[config.mk]
export PLATFORM = sky130hd
export DESIGN_NAME = cmp_rr_sched_flat
export DESIGN_NICKNAME = d
export VERILOG_FILES = /design/src/rtl/cmp_pkg.sv /design/src/rtl/cmp_rr_sched_if.sv /design/src/rtl/cmp_core.sv /design/src/rtl/cmp_rr_sched.sv /design/src/flat_wrapper.sv
export SDC_FILE = /design/constraint.sdc
export NUM_CORES = 1
export LEC_CHECK = 0
export CELL_PAD_IN_SITES_DETAIL_PLACEMENT = 1
export CELL_PAD_IN_SITES_GLOBAL_PLACEMENT = 1
export CORE_MARGIN = 3
export CORE_UTILIZATION = 28
export CTS_CLUSTER_SIZE = 10
export DETAILED_ROUTE_END_ITERATION = 10
export PLACE_DENSITY_LB_ADDON = 0.1
export SLEW_MARGIN = 40
export SYNTH_ARGS = -nofsm -noshare
export SYNTH_HDL_FRONTEND = slang
export SYNTH_SLANG_ARGS = --single-unit
[constraint.sdc]
create_clock -name clk -period 1.4 [get_ports clk]
set_clock_uncertainty 0.05 [all_clocks]
set_input_delay 0.21 -clock clk [delete_from_list [all_inputs] [get_ports clk]]
set_output_delay 0.21 -clock clk [all_outputs]
set_load 0.05 [all_outputs]
[src/rtl/cmp_pkg.sv]
// Shared types, defaults and the round-robin pick function for cmp_rr_sched.
package cmp_pkg;

   typedef enum logic [1:0] {
      IDLE = 2'd0,
      CMP  = 2'd1,
      RESP = 2'd2
   } state_e;

   localparam int DEF_W = 2;
   localparam int DEF_N = 4;
   localparam int MAX_N = 8;

   // First set bit of valid at or after ptr, wrapping modulo n; ids >= n are never visited.
   function automatic logic [2:0] rr_pick(input logic [7:0] valid, input logic [2:0] ptr,
                                          input int n);
      logic [2:0] pick;
      logic       found;
      int         idx;
      pick  = '0;
      found = 1'b0;
      for (int k = 0; k < MAX_N; k++) begin
         idx = (int'(ptr) + k) % n;
         if (k < n && !found && valid[idx[2:0]]) begin
            pick  = idx[2:0];
            found = 1'b1;
         end
      end
      return pick;
   endfunction

endpackage

[src/rtl/cmp_rr_sched_if.sv]
// Request/response bus between client blocks and the shared-comparator scheduler.
interface cmp_rr_sched_if
   import cmp_pkg::*;
#(
   parameter int W = DEF_W,
   parameter int N = DEF_N
);
   localparam int IDW = $clog2(N);

   logic [N-1:0]   req_valid;
   logic [N-1:0]   req_ready;
   logic [N*W-1:0] req_a;
   logic [N*W-1:0] req_b;
   logic           rsp_valid;
   logic           rsp_ready;
   logic [IDW-1:0] rsp_id;
   logic           rsp_eq;
   logic           rsp_gt;
   logic           rsp_lt;

   modport master (
      output req_valid, req_a, req_b, rsp_ready,
      input  req_ready, rsp_valid, rsp_id, rsp_eq, rsp_gt, rsp_lt
   );

   modport slave (
      input  req_valid, req_a, req_b, rsp_ready,
      output req_ready, rsp_valid, rsp_id, rsp_eq, rsp_gt, rsp_lt
   );

endinterface

[src/rtl/cmp_core.sv]
// Unsigned magnitude comparator shared by all requesters.
module cmp_core #(
   parameter int W = 2
) (
   input  logic [W-1:0] a,
   input  logic [W-1:0] b,
   output logic         eq,
   output logic         gt,
   output logic         lt
);

   assign eq = (a == b);
   assign gt = (a > b);
   assign lt = (a < b);

endmodule

[src/rtl/cmp_rr_sched.sv]
// Round-robin scheduler sharing one cmp_core among N requesters.
module cmp_rr_sched
   import cmp_pkg::*;
#(
   parameter int W = DEF_W,
   parameter int N = DEF_N
) (
   input logic           clk,
   input logic           rst,
   cmp_rr_sched_if.slave bus
);
   localparam int IDW = $clog2(N);

   state_e         state_q;
   logic [IDW-1:0] ptr_q;
   logic [IDW-1:0] id_q;
   logic [W-1:0]   a_q;
   logic [W-1:0]   b_q;
   logic           rsp_valid_q;
   logic [IDW-1:0] rsp_id_q;
   logic           eq_q, gt_q, lt_q;

   logic [IDW-1:0] grant;
   logic           accept;
   logic [N-1:0]   ready;
   logic           eq_c, gt_c, lt_c;

   assign grant  = IDW'(rr_pick(8'(bus.req_valid), 3'(ptr_q), N));
   // Ready is only offered to a valid requester, so any offer is also a handshake.
   assign accept = (state_q == IDLE) && (|bus.req_valid);

   always_comb begin
      ready = '0;
      if (accept) ready[grant] = 1'b1;
   end

   cmp_core #(.W(W)) u_core (
      .a  (a_q),
      .b  (b_q),
      .eq (eq_c),
      .gt (gt_c),
      .lt (lt_c)
   );

   always_ff @(posedge clk) begin
      if (rst) begin
         state_q     <= IDLE;
         ptr_q       <= '0;
         id_q        <= '0;
         a_q         <= '0;
         b_q         <= '0;
         rsp_valid_q <= 1'b0;
         rsp_id_q    <= '0;
         eq_q        <= 1'b0;
         gt_q        <= 1'b0;
         lt_q        <= 1'b0;
      end else begin
         case (state_q)
            IDLE: if (accept) begin
               a_q     <= bus.req_a[grant*W +: W];
               b_q     <= bus.req_b[grant*W +: W];
               id_q    <= grant;
               state_q <= CMP;
            end
            CMP: begin
               eq_q        <= eq_c;
               gt_q        <= gt_c;
               lt_q        <= lt_c;
               rsp_id_q    <= id_q;
               rsp_valid_q <= 1'b1;
               state_q     <= RESP;
            end
            RESP: if (bus.rsp_ready) begin
               rsp_valid_q <= 1'b0;
               eq_q        <= 1'b0;
               gt_q        <= 1'b0;
               lt_q        <= 1'b0;
               ptr_q       <= (id_q == IDW'(N - 1)) ? '0 : id_q + 1'b1;
               state_q     <= IDLE;
            end
            default: state_q <= IDLE;
         endcase
      end
   end

   assign bus.req_ready = ready;
   assign bus.rsp_valid = rsp_valid_q;
   assign bus.rsp_id    = rsp_id_q;
   assign bus.rsp_eq    = eq_q;
   assign bus.rsp_gt    = gt_q;
   assign bus.rsp_lt    = lt_q;

endmodule
[src/flat_wrapper.sv]
// flat-port wrapper written by rule: the top's interface ports become plain ports
module cmp_rr_sched_flat import cmp_pkg::*;
#(
   parameter int W = DEF_W,
   parameter int N = DEF_N
)
  (clk, rst, bus_req_valid, bus_req_a, bus_req_b, bus_rsp_ready, bus_req_ready, bus_rsp_valid, bus_rsp_id, bus_rsp_eq, bus_rsp_gt, bus_rsp_lt);
  cmp_rr_sched_if #(.W(W), .N(N)) bus_i ();
  input logic clk;
  input logic rst;
  input wire logic [$bits(bus_i.req_valid)-1:0] bus_req_valid;
  input wire logic [$bits(bus_i.req_a)-1:0] bus_req_a;
  input wire logic [$bits(bus_i.req_b)-1:0] bus_req_b;
  input wire logic [$bits(bus_i.rsp_ready)-1:0] bus_rsp_ready;
  output wire logic [$bits(bus_i.req_ready)-1:0] bus_req_ready;
  output wire logic [$bits(bus_i.rsp_valid)-1:0] bus_rsp_valid;
  output wire logic [$bits(bus_i.rsp_id)-1:0] bus_rsp_id;
  output wire logic [$bits(bus_i.rsp_eq)-1:0] bus_rsp_eq;
  output wire logic [$bits(bus_i.rsp_gt)-1:0] bus_rsp_gt;
  output wire logic [$bits(bus_i.rsp_lt)-1:0] bus_rsp_lt;
  assign bus_i.req_valid = bus_req_valid;
  assign bus_i.req_a = bus_req_a;
  assign bus_i.req_b = bus_req_b;
  assign bus_i.rsp_ready = bus_rsp_ready;
  assign bus_req_ready = bus_i.req_ready;
  assign bus_rsp_valid = bus_i.rsp_valid;
  assign bus_rsp_id = bus_i.rsp_id;
  assign bus_rsp_eq = bus_i.rsp_eq;
  assign bus_rsp_gt = bus_i.rsp_gt;
  assign bus_rsp_lt = bus_i.rsp_lt;
  cmp_rr_sched #(.W(W), .N(N)) u_core (.clk(clk), .rst(rst), .bus(bus_i));
endmodule
# Word level (Yosys, flattened, before mapping)
# Cells that the tools add are included.
dict set report totals {
  register_bits 16
  word_cells 78
}
dict set report op_classes {
  addsub 4
  magnitude_cmp 8
  eq_ne 6
  shifts 2
  mux 27
  bitwise_logic 3
  n_reduce_logical 18
}
# cell count
set ops {}
lappend ops {{$shiftx 8x4->2} 2}
lappend ops {{$mux 2} 7}
lappend ops {{$lt 3x4->1 const B} 3}
lappend ops {{$bmux 1 s3} 3}
lappend ops {{$mux 1} 9}
lappend ops {{$pmux 1 s2} 4}
lappend ops {{$reduce_and 2->1} 4}
lappend ops {{$pmux 2 s3} 1}
lappend ops {{$reduce_or 2->1} 3}
lappend ops {{$logic_and 1x1->1} 5}
lappend ops {{$add 2x1->2 const B} 2}
lappend ops {{$add 2x2->2 const B} 2}
lappend ops {{$eq 2x2->1 const B} 2}
lappend ops {{$lt 2x4->1 const B} 1}
lappend ops {{$mux 4} 1}
lappend ops {{$reduce_or 4->1} 1}
lappend ops {{$and 1x1->1 const A} 3}
lappend ops {{$logic_not 1->1} 3}
lappend ops {{$lt 2x3->1 const B} 1}
lappend ops {{$bmux 1 s2} 1}
lappend ops {{$demux 1 s2} 1}
lappend ops {{$eq 2x1->1 const B} 1}
lappend ops {{$eq 2x2->1} 1}
lappend ops {{$ge 2x1->1 const B} 1}
lappend ops {{other kinds (6)} 6}

# Longest topological paths before layout
# Gate-level depths: netlist of run 1.
dict set report logic_depth {
  depth_word 18
  mapped_depth 7
  ltp_nobuf 7
}

# Cells and area by module
# From an unflattened synthesis of run 1, not the netlist that was laid out.
dict set report unflattened {
  hier_cells 104
  area_unflattened_um2 910.9
}
# mod n_inst cells_each area_each_um2
set modules_own_cells {}
lappend modules_own_cells {cmp_rr_sched 1 95 848.3}
lappend modules_own_cells {cmp_core 1 9 62.6}

# Worst setup path after synthesis of run 1
# No wires, ideal clock.
dict set report synth_path {
  kind {reg2out}
  from {reg u_core.ptr_q[0]}
  to {out bus_req_ready[0]}
  t_arrival_ps 2147
  t_required_ps 1140
  setup_slack_ps -1007
  path_stages_with_launch 6
  path_buffers 1
  cell_sequence {dfxtp_1 -> or2b_2 -> a21oi_2 -> a211o_2 -> buf_6 -> nor3b_1}
}
dict set report synth_between {
  elab_chain_cells 18
  word_cells_on_any_way 36
  classes_between {3 x add/sub; 2 x order compare; 18 x mux; 3 x bitwise; 10 x reduce/logical}
}
# item line_no
set synth_rtl {}
lappend synth_rtl {{start, declared} cmp_rr_sched.sv:15} ;# logic [IDW-1:0] ptr_q;
lappend synth_rtl {{start signal, assigned} cmp_rr_sched.sv:78} ;# ptr_q <= (id_q == IDW'(N - 1)) ? '0 : id_q + 1'b1;
lappend synth_rtl {{$add 2x1->2} cmp_pkg.sv:23} ;# idx = (int'(ptr) + k) % n;
lappend synth_rtl {{$reduce_or 2->1 (no line)} --}
lappend synth_rtl {{$and 1x1->1 (no line)} --}
lappend synth_rtl {{$bmux 1 s3} cmp_pkg.sv:24} ;# if (k < n && !found && valid[idx[2:0]]) begin
lappend synth_rtl {{$mux 1 (not written as such)} cmp_pkg.sv:24}
lappend synth_rtl {{$logic_and 1x1->1} cmp_pkg.sv:24}
lappend synth_rtl {{$mux 1} cmp_pkg.sv:24}
lappend synth_rtl {{$logic_not 1->1} cmp_pkg.sv:24}
lappend synth_rtl {{[... 2 more ...]} --}
lappend synth_rtl {{$logic_not 1->1} cmp_pkg.sv:24}
lappend synth_rtl {{$logic_and 1x1->1} cmp_pkg.sv:24}
lappend synth_rtl {{$mux 2 *} cmp_pkg.sv:24}
lappend synth_rtl {{$lt 2x3->1 (not written as such) / $ge 2x1->1 (equally long branches)} cmp_rr_sched.sv:34} ;# if (accept) ready[grant] = 1'b1;
lappend synth_rtl {{$logic_and 1x1->1 (not written as such)} cmp_rr_sched.sv:34}
lappend synth_rtl {{$mux 1 (not written as such)} cmp_rr_sched.sv:34}
lappend synth_rtl {{$demux 1 s2 *} --}
lappend synth_rtl {{$mux 4 *} cmp_rr_sched.sv:34}
lappend synth_rtl {{end, declared} flat_wrapper.sv:15} ;# output wire logic [$bits(bus_i.req_ready)-1:0] bus_req_ready;
# Mark *: on every way between the ends. The rest lies on a longest branch, timed or not. The select of a mux whose other input is x is not followed.

# Worst setup path in the final report of run 1
dict set report layout_path {
  from {reg u_core.ptr_q[0]}
  to {out bus_req_ready[3]}
}
# The elaborated chain is that of the path after synthesis.

==> flow_metrics.env, run 1 <==
export IMPL_grt_max_degree=12
export IMPL_hold_viol_final=0
export IMPL_via_per_inst=5.03
export IMPL_synth_largest_area_cell="dfxtp_1"
export IMPL_top_usage_layer="met2"
export IMPL_startpoint_type="register"
export IMPL_wl_per_cell_um=14.3
export IMPL_root_buffer="clkbuf_4"
export IMPL_dr_pass1_iters=3
export IMPL_endpoint="bus_req_ready[3]"
export IMPL_use_met1_pct=16.9
export IMPL_yosysMostFrequentCell="dfxtp_1"
export IMPL_reg2reg_from="u_core.ptr_q[0]"
export IMPL_synthTopCellsByArea="dfxtp_1 37%, mux2i_1 14%, nor2_1 6.1%"
export IMPL_violations="setup timing"
export IMPL_cp_max_fo=4
export IMPL_drc=0
export IMPL_antenna_cells=0
export IMPL_grt_use_met3_pct=3.72
export IMPL_path_delay_family="simple AND/OR/NAND/NOR gates"
export IMPL_grt_usage_pct=15.7
export IMPL_vias=906
export IMPL_power_density_mw_per_mm2=911
export IMPL_critical_path_class="reg2out"
export IMPL_syn_area_sq_um=868
export IMPL_clk_pin_slew_ps=90
export IMPL_nets=176
export IMPL_timing_fmax_mhz=512
export IMPL_core_area_sq_mm=0.00285
export IMPL_wl_mm=2.57
export IMPL_cp_data_arrival_time_ps=1690
export IMPL_cp_depth=6
export IMPL_cp_required_ps=1140
export IMPL_r2r_setup_slack_ps=-420
export IMPL_r2r_end="u_core.id_q[0]"
export IMPL_grt_pass1_wl_mm=4.41
export IMPL_layout_worst_path_cycle_share_pct=139
export IMPL_dp_final_hpwl_mm=2.03
export IMPL_avgSynthCellArea_sq_um=9.05
export IMPL_layout_setup_ws_ps=-552
export IMPL_cts_tree="built"
export IMPL_drv_cap=0
export IMPL_rows=19
export IMPL_layout_drive_gt1_share_pct=38.9
export IMPL_cts_buffers=3
export IMPL_leakage_nw=0.696
export IMPL_maxSlewViolCount=0
export IMPL_crit_chain="or2b_4 > a21oi_2 > a211o_2 > or2_4 > nor2_4 > buf_12"
export IMPL_final_antenna_net_count=0
export IMPL_clk_latency_ps=280
export IMPL_drt_iter0_drc=9
export IMPL_slowest_delay_ps=370
export IMPL_async_reset_ff_share_pct=0
export IMPL_synth_seq_cells=16
export IMPL_worst_slew_pin_slew_ps=386
export IMPL_hold_ws_ps=454
export IMPL_clock_sink_count=16
export IMPL_syn_nets=122
export IMPL_io_buffers=32
export IMPL_r2r_cells=9
export IMPL_path_buf_inv=1
export IMPL_hp_class="reg2reg"
export IMPL_status="finished with violations"
export IMPL_critPathSlowestCell="dfxtp_2"
export IMPL_die_area_sq_mm=0.00381
export IMPL_grtUsageMet2_pct=30.9
export IMPL_grt_pass1_vias=985
export IMPL_setup_viol=10
export IMPL_slew_limit_headroom_pct=74.1
export IMPL_ys_types=26
export IMPL_netlist_instances=96
export IMPL_synth_top_cells_by_count="16 x dfxtp_1, 14 x nor2_1, 12 x mux2i_1, 6 x a21oi_1, 6 x inv_1"
export IMPL_ys_flop_type="dfxtp_1"
export IMPL_fp_dieW_um=61.7
export IMPL_antenna_found_initial=0
export IMPL_area_growth_pct=83.1
export IMPL_grt_setup_unrepaired="true"
export IMPL_fin_crit_ps=1950
export IMPL_die_h_um=61.7
export IMPL_stdcell_count=180
export IMPL_synth_edf_count=0
export IMPL_pin_count=33
export IMPL_yosysSeqAreaShare_pct=36.9
export IMPL_ir_drop_uv=659
export IMPL_yosys_area_top_type_share_pct=36.9
export IMPL_setup_worst_path_start="u_core.ptr_q[0]"
export IMPL_clk_path_buf_depth=2
export IMPL_placed_cells=167
export IMPL_yosysWarnings=0
export IMPL_grt_overflow=0
export IMPL_initial_core_util_pct=30.4
export IMPL_gp_congestion=0.657
export IMPL_fin_tns_setup_ps=-3890
export IMPL_end_kind="primary output"
export IMPL_htree_levels=1
worst reg2reg max path, delay by kind of cell, from the launching register on:
kind | cells | cell delay (ps)
AOI/OAI and AO/OA | 3 | 500
buffers and inverters | 4 | 440
and+or+nand+nor | 2 | 400
DFF | 1 | 370
cell usage in the layout, fill, tap and decap left out, types with 2 or more instances in the layout:
cell	netlist	layout
nor2_1	14	12
inv_1	6	6
nand3b_1	5	5
buf_6	2	3
dlygate4sd2_1	0	4
ha_1	3	3
clkdlybuf4s50_1	0	18
a31oi_1	2	2
buf_12	0	10
o221ai_1	4	3
clkbuf_4	0	3
nor2_4	1	3
buf_4	0	17
a21oi_2	2	3
nor3b_4	0	2
mux2i_1	12	10
nor3_2	0	2
mux2i_2	0	2
a21oi_1	6	5
nand2_1	5	5
dfxtp_1	16	14
registers in the layout, indices dropped and copies added, names as in the netlist:
| name | flops |
|---|---|
| u_core.b_q | 2 |
| u_core.id_q | 2 |
| u_core.bus.rsp_lt | 1 |
| u_core.bus.rsp_valid | 1 |
| u_core.bus.rsp_id | 2 |
| u_core.state_q | 2 |
| u_core.bus.rsp_gt | 1 |
| u_core.ptr_q | 2 |
| u_core.bus.rsp_eq | 1 |
| u_core.a_q | 2 |
worst min path at each step:
stage,from,cells past startpoint,slack [ps],end
floorplan,rst,1,230,u_core.state_q[1]
global placement,u_core.bus.rsp_valid,2,430,u_core.bus.rsp_valid
detailed placement,u_core.bus.rsp_valid,2,440,u_core.bus.rsp_valid
CTS,u_core.bus.rsp_valid,2,460,u_core.bus.rsp_valid
global route,u_core.bus.rsp_valid,2,500,u_core.bus.rsp_valid
finish,u_core.bus.rsp_valid,2,450,u_core.bus.rsp_valid
kinds of logic after synthesis:
family	synth area share (%)
adder cells (fa/ha/maj)	4.32
AO/OA/AOI/OAI	15.9
multiplexers	13.8
buffers and inverters	6.05
AND/OR/NAND/NOR	23.1
flip-flops	36.9
per-layer routing:
layer  share of wire [%]  routed length [um]  up-vias
met5                   0                   0        -
met4                0.54                  14        0
met3                 3.8                  97        2
met2                  57                1470       17
met1                  38                 985      437
li1                    -                   -      450
report_power, final:
group | switching (mW) | leakage [nW] | total [mW] | internal, mW
sequential | 0.0347 | 0.132 | 0.531 | 0.497
clock | 0.149 | 0.0210 | 0.307 | 0.158
combinational | 0.283 | 0.543 | 0.611 | 0.328
total | 0.466 | 0.696 | 1.45 | 0.983
per-stage QoR:
| step | setup WS [ps] | util (%) | total power [mW] | area, sq um |
|---|---|---|---|---|
| floorplan | -333 | - | 0.852 | 920 |
| global placement | -623 | 50.4 | 1.10 | 1440 |
| detailed placement | -693 | 50.4 | 1.11 | 1440 |
| CTS | -571 | 54.7 | 1.45 | 1560 |
| global route | -617 | 55.7 | 1.54 | 1590 |
| finish | -552 | 55.7 | 1.45 | 1590 |
timing repair:
| item | in CTS | in global routing |
|---|---|---|
| setup buffers | 8 | 3 |
| gates resized for setup | 13 | 7 |
| hold buffers | 0 | 0 |
| setup endpoints to repair | 10 | 12 |
| pin swaps | 9 | 3 |
layout make-up:
type                       instances  area (sq um)
clock buffer                       4          36.3
fill                             320          1260
inverter                           6          22.5
multi-input combinational         70           576
sequential                        16           325
tap                               31          38.8
timing repair buffer              53           592
No activity file was read; power rests on OpenSTA's default activity.
==> run 2: changes to the inputs <==
Settings changed: CORE_MARGIN 3 to 4.
==> run 2 against run 1 <==
Net effect:
- worst hold slack got worse by 1.1 ps
- critical endpoint unchanged
- non-clock buffer count rose by 1
- design area rose by 1.5%
- via count rose by 0.22%
- core utilization rose by 0.83 points
- the flow still finishes with violations (setup timing)
==> flow_metrics.env, run 2 (same netlist as run 1, synthesis figures left out) <==
export IMPL_antenna_cells=0
export IMPL_die_h_um=63.7
export IMPL_multiInputGateArea_sq_um=582
export IMPL_root_buffer="clkbuf_4"
export IMPL_end_kind="primary output"
export IMPL_layout_setup_ws_ps=-554
export IMPL_grt_pass1_wl_mm=4.38
export IMPL_grt_usage_pct=13.6
export IMPL_netSwitchingFraction_pct=32.5
export IMPL_rows=19
export IMPL_dp_final_hpwl_mm=1.95
export IMPL_final_common_cell="clkdlybuf4s50_1"
export IMPL_cp_required_ps=1140
export IMPL_hold_viol_final=0
export IMPL_layout_worst_path_cycle_share_pct=140
export IMPL_hold_start="u_core.bus.rsp_valid"
export IMPL_fin_crit_ps=1950
export IMPL_power_density_mw_per_mm2=900
export IMPL_clk_pin_slew_ps=100
export IMPL_die_area_sq_mm=0.00406
export IMPL_htree_levels=1
export IMPL_violations="setup timing"
export IMPL_hp_class="reg2reg"
export IMPL_setup_viol=10
export IMPL_fin_tns_setup_ps=-3530
export IMPL_fp_dieW_um=63.7
export IMPL_cts_buffers=3
export IMPL_antenna_found_initial=0
export IMPL_via_per_inst=5.02
export IMPL_dr_pass1_iters=4
export IMPL_area_growth_pct=85.9
export IMPL_drt_iter0_drc=21
export IMPL_maxSlewViolCount=0
export IMPL_clk_latency_ps=290
export IMPL_endpoint="bus_req_ready[3]"
export IMPL_clock_power_share_pct=21.6
export IMPL_worst_slew_pin_slew_ps=272
export IMPL_nets=177
export IMPL_timing_fmax_mhz=512
export IMPL_wl_mm=2.62
export IMPL_r2r_cells=8
export IMPL_grt_overflow=0
export IMPL_cp_data_arrival_time_ps=1690
export IMPL_clk_path_buf_depth=2
export IMPL_critical_path_class="reg2out"
export IMPL_grt_max_degree=12
export IMPL_clock_sink_count=16
export IMPL_final_antenna_net_count=0
export IMPL_drc=0
export IMPL_setup_worst_path_start="u_core.ptr_q[0]"
export IMPL_r2r_setup_slack_ps=-310
export IMPL_initial_core_util_pct=30.4
export IMPL_p_int_mw=0.981
export IMPL_grt_setup_unrepaired="true"
export IMPL_status="finished with violations"
export IMPL_gp_congestion=0.717
export IMPL_drv_cap=0
export IMPL_r2r_end="u_core.b_q[1]"
export IMPL_wl_per_cell_um=14.5
export IMPL_slew_limit_headroom_pct=81.8
export IMPL_cp_max_fo=4
export IMPL_startpoint_type="register"
export IMPL_sequentialPowerShare_pct=36.5
export IMPL_final_cell_mix="18 x clkdlybuf4s50_1, 16 x buf_4, 14 x dfxtp_1"
export IMPL_cts_tree="built"
export IMPL_io_buffers=32
export IMPL_vias=908
export IMPL_ir_drop_uv=653
export IMPL_finalPower_mw=1.45
export IMPL_fill_cells=333
export IMPL_regArea_sq_um=328
export IMPL_core_area_sq_mm=0.00285
export IMPL_reg2reg_from="u_core.ptr_q[0]"
export IMPL_power_switching_mw=0.472
export IMPL_leakage_nw=0.711
export IMPL_layout_drive_gt1_share_pct=37.3
export IMPL_pin_count=33
export IMPL_combPwrFrac_pct=41.9
export IMPL_grt_pass1_vias=984
[run 2: cell types whose count changed in the layout (fill, tap and decap cells not counted), moves of 2 or more]
cell	change
buf_6	+2
mux2i_2	-2
nor3_2	-2
mux2i_1	+2
a21oi_4	+2
[run 2: worst min path at each step]
stage	end	depth (start not counted)	slack [ps]
2_1_floorplan	u_core.state_q[1]	1	230
3_3_place_gp	u_core.bus.rsp_valid	2	430
3_5_place_dp	u_core.a_q[0]	2	450
4_1_cts	u_core.bus.rsp_valid	2	460
5_1_grt	u_core.id_q[0]	2	490
6_report	u_core.bus.rsp_valid	2	450
[run 2: critical path: stages (launching register included)]
cell	delay [ps]
dfxtp_4	380
or2b_4	140
a21oi_2	50
a211o_2	280
or2_4	290
nor2_4	120
buf_12	140
[run 2: metrics by stage]
stage          hold WS, ps  cells  util, %  setup slack (ps)  area [sq um]
6_report               453    181     56.6              -554          1610
5_1_grt                492    181     56.6              -637          1610
4_1_cts                462    180     55.4              -609          1580
3_5_place_dp           445    167     50.4              -665          1440
3_3_place_gp           431    167     50.4              -624          1440
2_1_floorplan          229     96        -              -333           920
[run 2: repair_timing]
action                     4_1_cts  5_1_grt
pin swaps                       16        9
setup endpoints to repair       10       14
hold buffers                     0        0
setup buffers                    9        2
resized for setup               14        7
[run 2: layout make-up]
class                      count  share of cell area (%)
inverter                       6                    1.40
clock buffer                   4                    2.25
sequential                    16                    20.3
tap                           31                    2.40
multi-input combinational     70                    36.0
timing repair buffer          54                    37.6
[run 2: layer usage]
layer  up-vias  part of all wire, %  global-route usage, %
met3         4                  4.0                   4.44
met2        18                   55                   25.9
li1        452                    -                      -
met1       434                   40                   14.3
met4         0                 0.99                   3.23
met5         -                    0                      0
[run 2: power by group through the flow]
stage / clock network [mW] / registers, mW / logic (mW)
after CTS: 0.332 / 0.532 / 0.599
final: 0.314 / 0.530 / 0.609
after global routing: 0.357 / 0.537 / 0.654
after detailed placement: 0 / 0.543 / 0.567
after floorplan: 0 / 0.581 / 0.271
after global placement: 0 / 0.542 / 0.554
